===== config.mk =====
export PLATFORM = sky130hd
export DESIGN_NAME = ps2_rx_fifo
export DESIGN_NICKNAME = d
export VERILOG_FILES = /design/src/rtl/ps2_rx_fifo.sv
export SDC_FILE = /design/constraint.sdc
export NUM_CORES = 1
export LEC_CHECK = 0
export ABC_AREA = 1
export BUFFER_PORTS_ARGS = -buffer_cell sky130_fd_sc_hd__buf_4
export CAP_MARGIN = 20
export CELL_PAD_IN_SITES_DETAIL_PLACEMENT = 0
export CELL_PAD_IN_SITES_GLOBAL_PLACEMENT = 2
export CORE_MARGIN = 5
export CORE_UTILIZATION = 25
export DETAILED_ROUTE_END_ITERATION = 10
export HOLD_SLACK_MARGIN = 0.12
export PLACE_DENSITY = 0.57
export SYNTH_ARGS = -nofsm -noshare
export SYNTH_HDL_FRONTEND = slang
export SYNTH_SLANG_ARGS = --single-unit

===== constraint.sdc =====
create_clock -name clk -period 6.36 [get_ports clk]
set_clock_uncertainty 0.15 [all_clocks]
set_input_delay 1.908 -clock clk [delete_from_list [all_inputs] [get_ports clk]]
set_output_delay 1.908 -clock clk [all_outputs]
set_load 0.02 [all_outputs]

===== src/rtl/ps2_rx_fifo.sv =====
// ps2_rx_fifo: filtered PS/2 receiver with parity/stop/timeout checks, E0/F0 folding and an FWFT event FIFO
module ps2_rx_fifo #(
  parameter int FILTER_LEN     = 8,
  parameter int TIMEOUT_CYCLES = 10000,
  parameter int FIFO_DEPTH     = 4,
  parameter int DECODE_PREFIX  = 1
) (
  input  logic                             clk,
  input  logic                             rst,
  input  logic                             ps2_clk,
  input  logic                             ps2_data,
  output logic [7:0]                       scan_code,
  output logic                             scan_code_ext,
  output logic                             scan_code_break,
  output logic                             scan_code_valid,
  input  logic                             scan_code_ready,
  output logic [$clog2(FIFO_DEPTH+1)-1:0]  fifo_count,
  output logic                             parity_error,
  output logic                             frame_error,
  output logic                             overflow
);
  localparam int CW = $clog2(FIFO_DEPTH + 1);
  localparam int PW = $clog2(FIFO_DEPTH);
  localparam int FW = $clog2(FILTER_LEN);
  localparam int TW = $clog2(TIMEOUT_CYCLES + 1);
  typedef enum logic [1:0] {IDLE, DATA, PARITY, STOP} state_t;
  state_t state, next;
  logic clk_s1, clk_s2, dat_s1, dat_s2, filt, fall, timeout;
  logic [FW-1:0] fcnt;
  logic [TW-1:0] tcnt;
  logic [2:0] bit_cnt;
  logic [7:0] shreg;
  logic par, acc, stop_bad, par_bad, accept, frame_bad;
  logic ext_p, brk_p, is_pfx, push, pop, full, wr;
  logic [9:0] mem [FIFO_DEPTH];
  logic [PW-1:0] wp, rp;
  logic [CW-1:0] cnt;
  always_ff @(posedge clk) begin
    if (rst) begin
      {clk_s1, clk_s2, dat_s1, dat_s2, filt} <= '1;
      fcnt <= '0;
    end else begin
      {clk_s2, clk_s1} <= {clk_s1, ps2_clk};
      {dat_s2, dat_s1} <= {dat_s1, ps2_data};
      fcnt <= (clk_s2 != filt && fcnt != FW'(FILTER_LEN - 1)) ? fcnt + 1'b1 : '0;
      if (clk_s2 != filt && fcnt == FW'(FILTER_LEN - 1)) filt <= ~filt;
    end
  end
  assign fall    = filt && !clk_s2 && fcnt == FW'(FILTER_LEN - 1);
  assign timeout = state != IDLE && tcnt == TW'(TIMEOUT_CYCLES);
  always_ff @(posedge clk) begin
    if (rst) state <= IDLE;
    else state <= next;
  end
  always_comb begin
    next = timeout ? IDLE :
           !fall ? state :
           state == IDLE ? (dat_s2 ? IDLE : DATA) :
           state == DATA ? (bit_cnt == 3'd7 ? PARITY : DATA) :
           state == PARITY ? STOP : IDLE;
  end
  always_comb begin
    stop_bad  = fall && state == STOP && !dat_s2;
    par_bad   = fall && state == STOP && dat_s2 && !(^{shreg, par});
    accept    = fall && state == STOP && dat_s2 && (^{shreg, par});
    frame_bad = stop_bad || timeout;
  end
  always_ff @(posedge clk) begin
    if (rst) begin
      tcnt <= '0;
      bit_cnt <= '0;
      shreg <= '0;
      par <= 1'b0;
      acc <= 1'b0;
      parity_error <= 1'b0;
      frame_error <= 1'b0;
    end else begin
      tcnt <= (state == IDLE || fall || timeout) ? '0 : tcnt + 1'b1;
      if (fall && state == IDLE) bit_cnt <= '0;
      if (fall && state == DATA) begin
        shreg <= {dat_s2, shreg[7:1]};
        bit_cnt <= bit_cnt + 1'b1;
      end
      if (fall && state == PARITY) par <= dat_s2;
      acc <= accept;
      parity_error <= par_bad;
      frame_error <= frame_bad;
    end
  end
  // shreg still holds the accepted byte in the cycle after the stop bit
  assign is_pfx = DECODE_PREFIX != 0 && (shreg == 8'hE0 || shreg == 8'hF0);
  assign push   = acc && !is_pfx;
  always_ff @(posedge clk) begin
    if (rst || par_bad || frame_bad) begin
      ext_p <= 1'b0;
      brk_p <= 1'b0;
    end else if (acc) begin
      ext_p <= is_pfx ? (ext_p || shreg == 8'hE0) : 1'b0;
      brk_p <= is_pfx ? (brk_p || shreg == 8'hF0) : 1'b0;
    end
  end
  assign full = cnt == CW'(FIFO_DEPTH);
  assign pop  = scan_code_valid && scan_code_ready;
  assign wr   = push && (!full || pop);
  always_ff @(posedge clk) begin
    if (rst) begin
      for (int i = 0; i < FIFO_DEPTH; i++) mem[i] <= '0;
      wp <= '0;
      rp <= '0;
      cnt <= '0;
      overflow <= 1'b0;
    end else begin
      if (wr) begin
        mem[wp] <= {ext_p, brk_p, shreg};
        wp <= wp + 1'b1;
      end
      if (pop) rp <= rp + 1'b1;
      cnt <= cnt + CW'(wr) - CW'(pop);
      overflow <= push && full && !pop;
    end
  end
  assign {scan_code_ext, scan_code_break, scan_code} = mem[rp];
  assign scan_code_valid = cnt != '0;
  assign fifo_count      = cnt;
endmodule

After elaboration in Yosys (flattened, before gate mapping)
Memories as Yosys holds them, arrays and structs flattened. A register that Yosys moved wholly into a read port is not among the register bits.
Cells that the tools add are included.

word-level totals
  register bits after elaboration = 49
  memory bits (writable) = 40
  input bits = 5
  output and inout bits = 17
  memories kept = 1

operators by class
  $add $sub $neg = 7
  equality and inequality tests = 11
  multiplexer cells = 19
  bitwise gates (word level) = 2
  reductions and logical operators = 42

memory list
  name  words  bits a word  read ports  clocked after memory_dff  wr ports  line  text
  mem   4      10           1           1                         4         35    logic [9:0] mem [FIFO_DEPTH];

operators by type and width
  kind                                                 count
  logical AND 1 bit                                    18
  equality test 8 bit, second input constant           2
  adder 14 x 1 -> 14 bit, second input constant        1
  equality test 14 bit, second input constant          1
  two-way mux 2 bit                                    7
  two-way mux 10 bit                                   1
  OR reduction 10 bit                                  1
  equality test 3 bit, second input constant           3
  logical OR 1 bit                                     9
  two-way mux 1 bit                                    9
  XOR reduction 9 bit                                  1
  adder 3 x 1 -> 3 bit, second input constant          2
  zero test 1 bit                                      6
  two-way mux 3 bit                                    2
  OR reduction 2 bit                                   3
  adder 2 x 1 -> 2 bit, second input constant          2
  equality test 2 bit, second input constant           2
  nonzero test 2 bit                                   2
  adder 3 x 1 -> 3 bit                                 1
  inequality test 3 bit, second input constant         1
  nonzero test 3 bit                                   1
  subtractor 3 x 1 -> 3 bit                            1
  equality test 2 x 1 -> 1 bit, second input constant  1
  zero test 2 bit                                      1
  other kinds (2)                                      3

Longest topological paths before layout
  depth in word-level cells = 10
  mapped depth = 12
  gate-level depth less buffers = 12

Worst setup path before layout
Ideal clock, no wire load.

  path type = input to register
  from = input scan_code_ready
  to = memory mem[1][0], enable pin
  library setup time = 391 ps
  arrival time = 2965 ps
  setup slack = 2854 ps
  stages = 4
  cells stage by stage = nor2_1 -> nand3_1 -> nand3_2 -> o21ai_0

RTL lines
  item         line  text
  from (decl)  16    input logic scan_code_ready,
  to (decl)    35

==> flow_summary_export.csv <==
group,metric,value,unit
cts,cts.path.max_buffers,2,
floorplanning,coreArea,15800,µm²
critical_path,worstSetupEndpointType,"output pin",
global_routing,grt_max_degree,22,
critical_path,path_class,"reg2out",
cells_and_area,n_antenna_cell,0,
logic_synthesis,ys_seq_elements,91,
hold_path,hp-class,"reg2reg",
logic_synthesis,ys_top_cells_by_area,"edfxtp_1, dfxtp_1, nor2_1",
drt,firstDrtPassIters,4,
critical_path,slowest_stage,"dfxtp_1",
logic_synthesis,synth_top_cell_by_area,"edfxtp_1",
timing,rsz0062_at_grt,"no",
logic_synthesis,syn-cell-area,4020,µm²
logic_synthesis,ys_types,32,
timing,setup_viol,0,
logic_synthesis,synthFlopType,"dfxtp_1",
drt,drt-total-wl,8.75,mm
global_routing,grt-ovfl-total,0,
global_routing,grt_pass1_wl,14.7,mm
critical_path,crit_buf_inv,2,
logic_synthesis,synth-edff-count,40,
cts,path_clk_slew,60,ps
logic_synthesis,synth_nets,483,
global_routing,grt_usage,10.2,%
cts,clockRootBuffer,"clkbuf_16",
critical_path,start_kind,"flip-flop",
cts,cts-hold-fix-buffers,0,
power_and_ir_drop,worst_ir_drop_vdd,0.111,mV
timing,fin_crit,4030,ps
cts,ctsHtreeMaxLevel,3,
drt,avgViaCountPerCell,4.13,
global_routing,first_global_vias,2908,
cells_and_area,areaGrowthSynthToFinish,15.6,%
floorplanning,start_util,25.4,%
cells_and_area,drive_above_1_share,9.96,%
logic_synthesis,yosysSeqAreaShare,55.2,%
timing,tns,0,ps
timing,fin_crit_sh,63.3,%
timing,drv_slew,0,
floorplanning,dieArea,18700,µm²
power_and_ir_drop,leakagePower,1.76,nW
cells_and_area,fin_area,4650,µm²
drt,vias,2922,
cts,cts_buffers,9,
power_and_ir_drop,powerDensity,297,nW/µm²
cts,post_cts_buffers,0,
critical_path,cp_slowest_stage_delay,680,ps
timing,clock.fmax,248,MHz
drt,drt_iter0_markers,155,
floorplanning,io_pins,22,
run_status,status,"finished clean",
cells_and_area,final_cell_mix,"nor2_1, nand2_1, inv_1",
place,gp_congestion,0.697,
drt,drc_errors,0,
cts,cts_tree,"built",
logic_synthesis,yosysWarnings,0,
cells_and_area,finalNetCount,502,
logic_synthesis,synth.avg_cell_area,8.60,µm²
drt,ant_nets,0,
global_routing,antenna_found_initial,0,
critical_path,cp.required,4300,ps
floorplanning,rows,46,
floorplanning,die_w,137,µm
logic_synthesis,syn_inst,468,
cts,insertion_delay,340,ps
job,drv_cap,0,
cts,cts_sinks,91,
cells_and_area,final_common_cell,"nor2_1",
timing,hold_viol,0,
place,place.port_buffers,21,
logic_synthesis,synthArstFlopShare,0,%
critical_path,arrival,1970,ps
timing,tightest_slew,786,ps
floorplanning,die_h,137,µm
timing,max_slew_margin,47.6,%
critical_path,path_max_fanout,21,
cts,postCtsResizedCells,0,
critical_path,path_delay_family,"flip-flops",
place,placed_area,4380,µm²
critical_path,cp_cell_sequence,"inv_1 -> o21ai_0 -> o22ai_1 -> buf_4",
place,dp_hpwl,6.43,mm
logic_synthesis,synth_top_cell_area_share,29.9,%
drt,post_drt_wl_per_cell,12.4,µm
==> final cells by class <==
| type | count | area, µm² |
|---|---|---|
| repair buffers | 23 | 173 |
| fillers | 1709 | 11200 |
| clock buffers | 10 | 229 |
| flip-flops and latches | 91 | 2220 |
| inverters | 66 | 248 |
| clock inverters | 6 | 41.3 |
| multi-input cells | 296 | 1470 |
| well taps | 216 | 270 |
==> power by group <==
group | internal [W] | switching, W
clock | 0.000265 | 0.000230
combinational | 0.0000889 | 0.000133
sequential | 0.000637 | 0.0000267
==> cell families (layout without fill, tap and decap cells) <==
| kind of cell | count (synthesis) | count (layout) | share of synthesized area [%] |
|---|---|---|---|
| AO/OA/AOI/OAI | 73 | 73 | 9.61 |
| XOR/XNOR | 7 | 7 | 1.52 |
| AND/OR/NAND/NOR | 206 | 206 | 22.0 |
| flip-flops | 91 | 91 | 55.2 |
| buffers and inverters | 81 | 105 | 8.30 |
| adder cells (fa/ha/maj) | 10 | 10 | 3.30 |
==> flip-flops by register name, summed over array words and instances (netlist names), 2 cells and up, named ones only <==
register	flops
rp	2
state	2
shreg	8
wp	2
fifo_count	3
tcnt	14
fcnt	3
mem	40
bit_cnt	3
==> per-layer routing <==
| layer | routed length (µm) | vias up | track usage (%) |
|---|---|---|---|
| met3 | 231 | 10 | 2.24 |
| met5 | 0 | - | 0 |
| met2 | 4030 | 28 | 16.2 |
| met1 | 4320 | 1329 | 13.2 |
| met4 | 169 | 0 | 4.99 |
| li1 | - | 1555 | - |
==> cells in the mapped netlist, drive strengths merged (2+ instances only) <==
library cell	count
clkbuf	8
nor3	14
dfxtp	51
xnor2	3
nand4	3
xor2	4
or2	5
inv	66
nor4	2
o21ai	40
a21oi	19
nor2	89
buf	7
nand3b	2
nand3	14
nand2	76
ha	9
o22ai	11
edfxtp	40
==> stage by stage <==
step / worst slack (ps) / hold slack, ps / std cells / util [%] / total power (W)
3_5_place_dp: 2440 / 250 / 692 / 27.7 / 0.000907
3_3_place_gp: 2440 / 243 / 692 / 27.7 / 0.000903
5_1_grt: 2060 / 268 / 708 / 29.4 / 0.00146
4_1_cts: 2210 / 264 / 708 / 29.4 / 0.00141
2_1_floorplan: 2850 / 239 / 468 / - / 0.000816
6_report: 2330 / 261 / 708 / 29.4 / 0.00138
==> path summary, 6_finish.rpt <==
check / startpoint / end / slack, ps / depth (start not counted)
worst max-delay path: flip-flop / scan_code[0] / 2330 / 4
worst min-delay path: dat_s1 / dat_s2 / 260 / 1
worst max register to register: shreg[7] / mem[0][3] / 4000 / 7
worst min register to register: dat_s1 / dat_s2 / 260 / 1
==> worst reg2reg max path, stage by stage (launching register included) <==
cell and delay (ps):
dfxtp_1 350, inv_1 140, nor3_1 60, nand3_1 130
nand3_2 170, nor2_4 310, nand3_2 280, nand2_1 420
No activity file was read; power rests on OpenSTA's default activity.
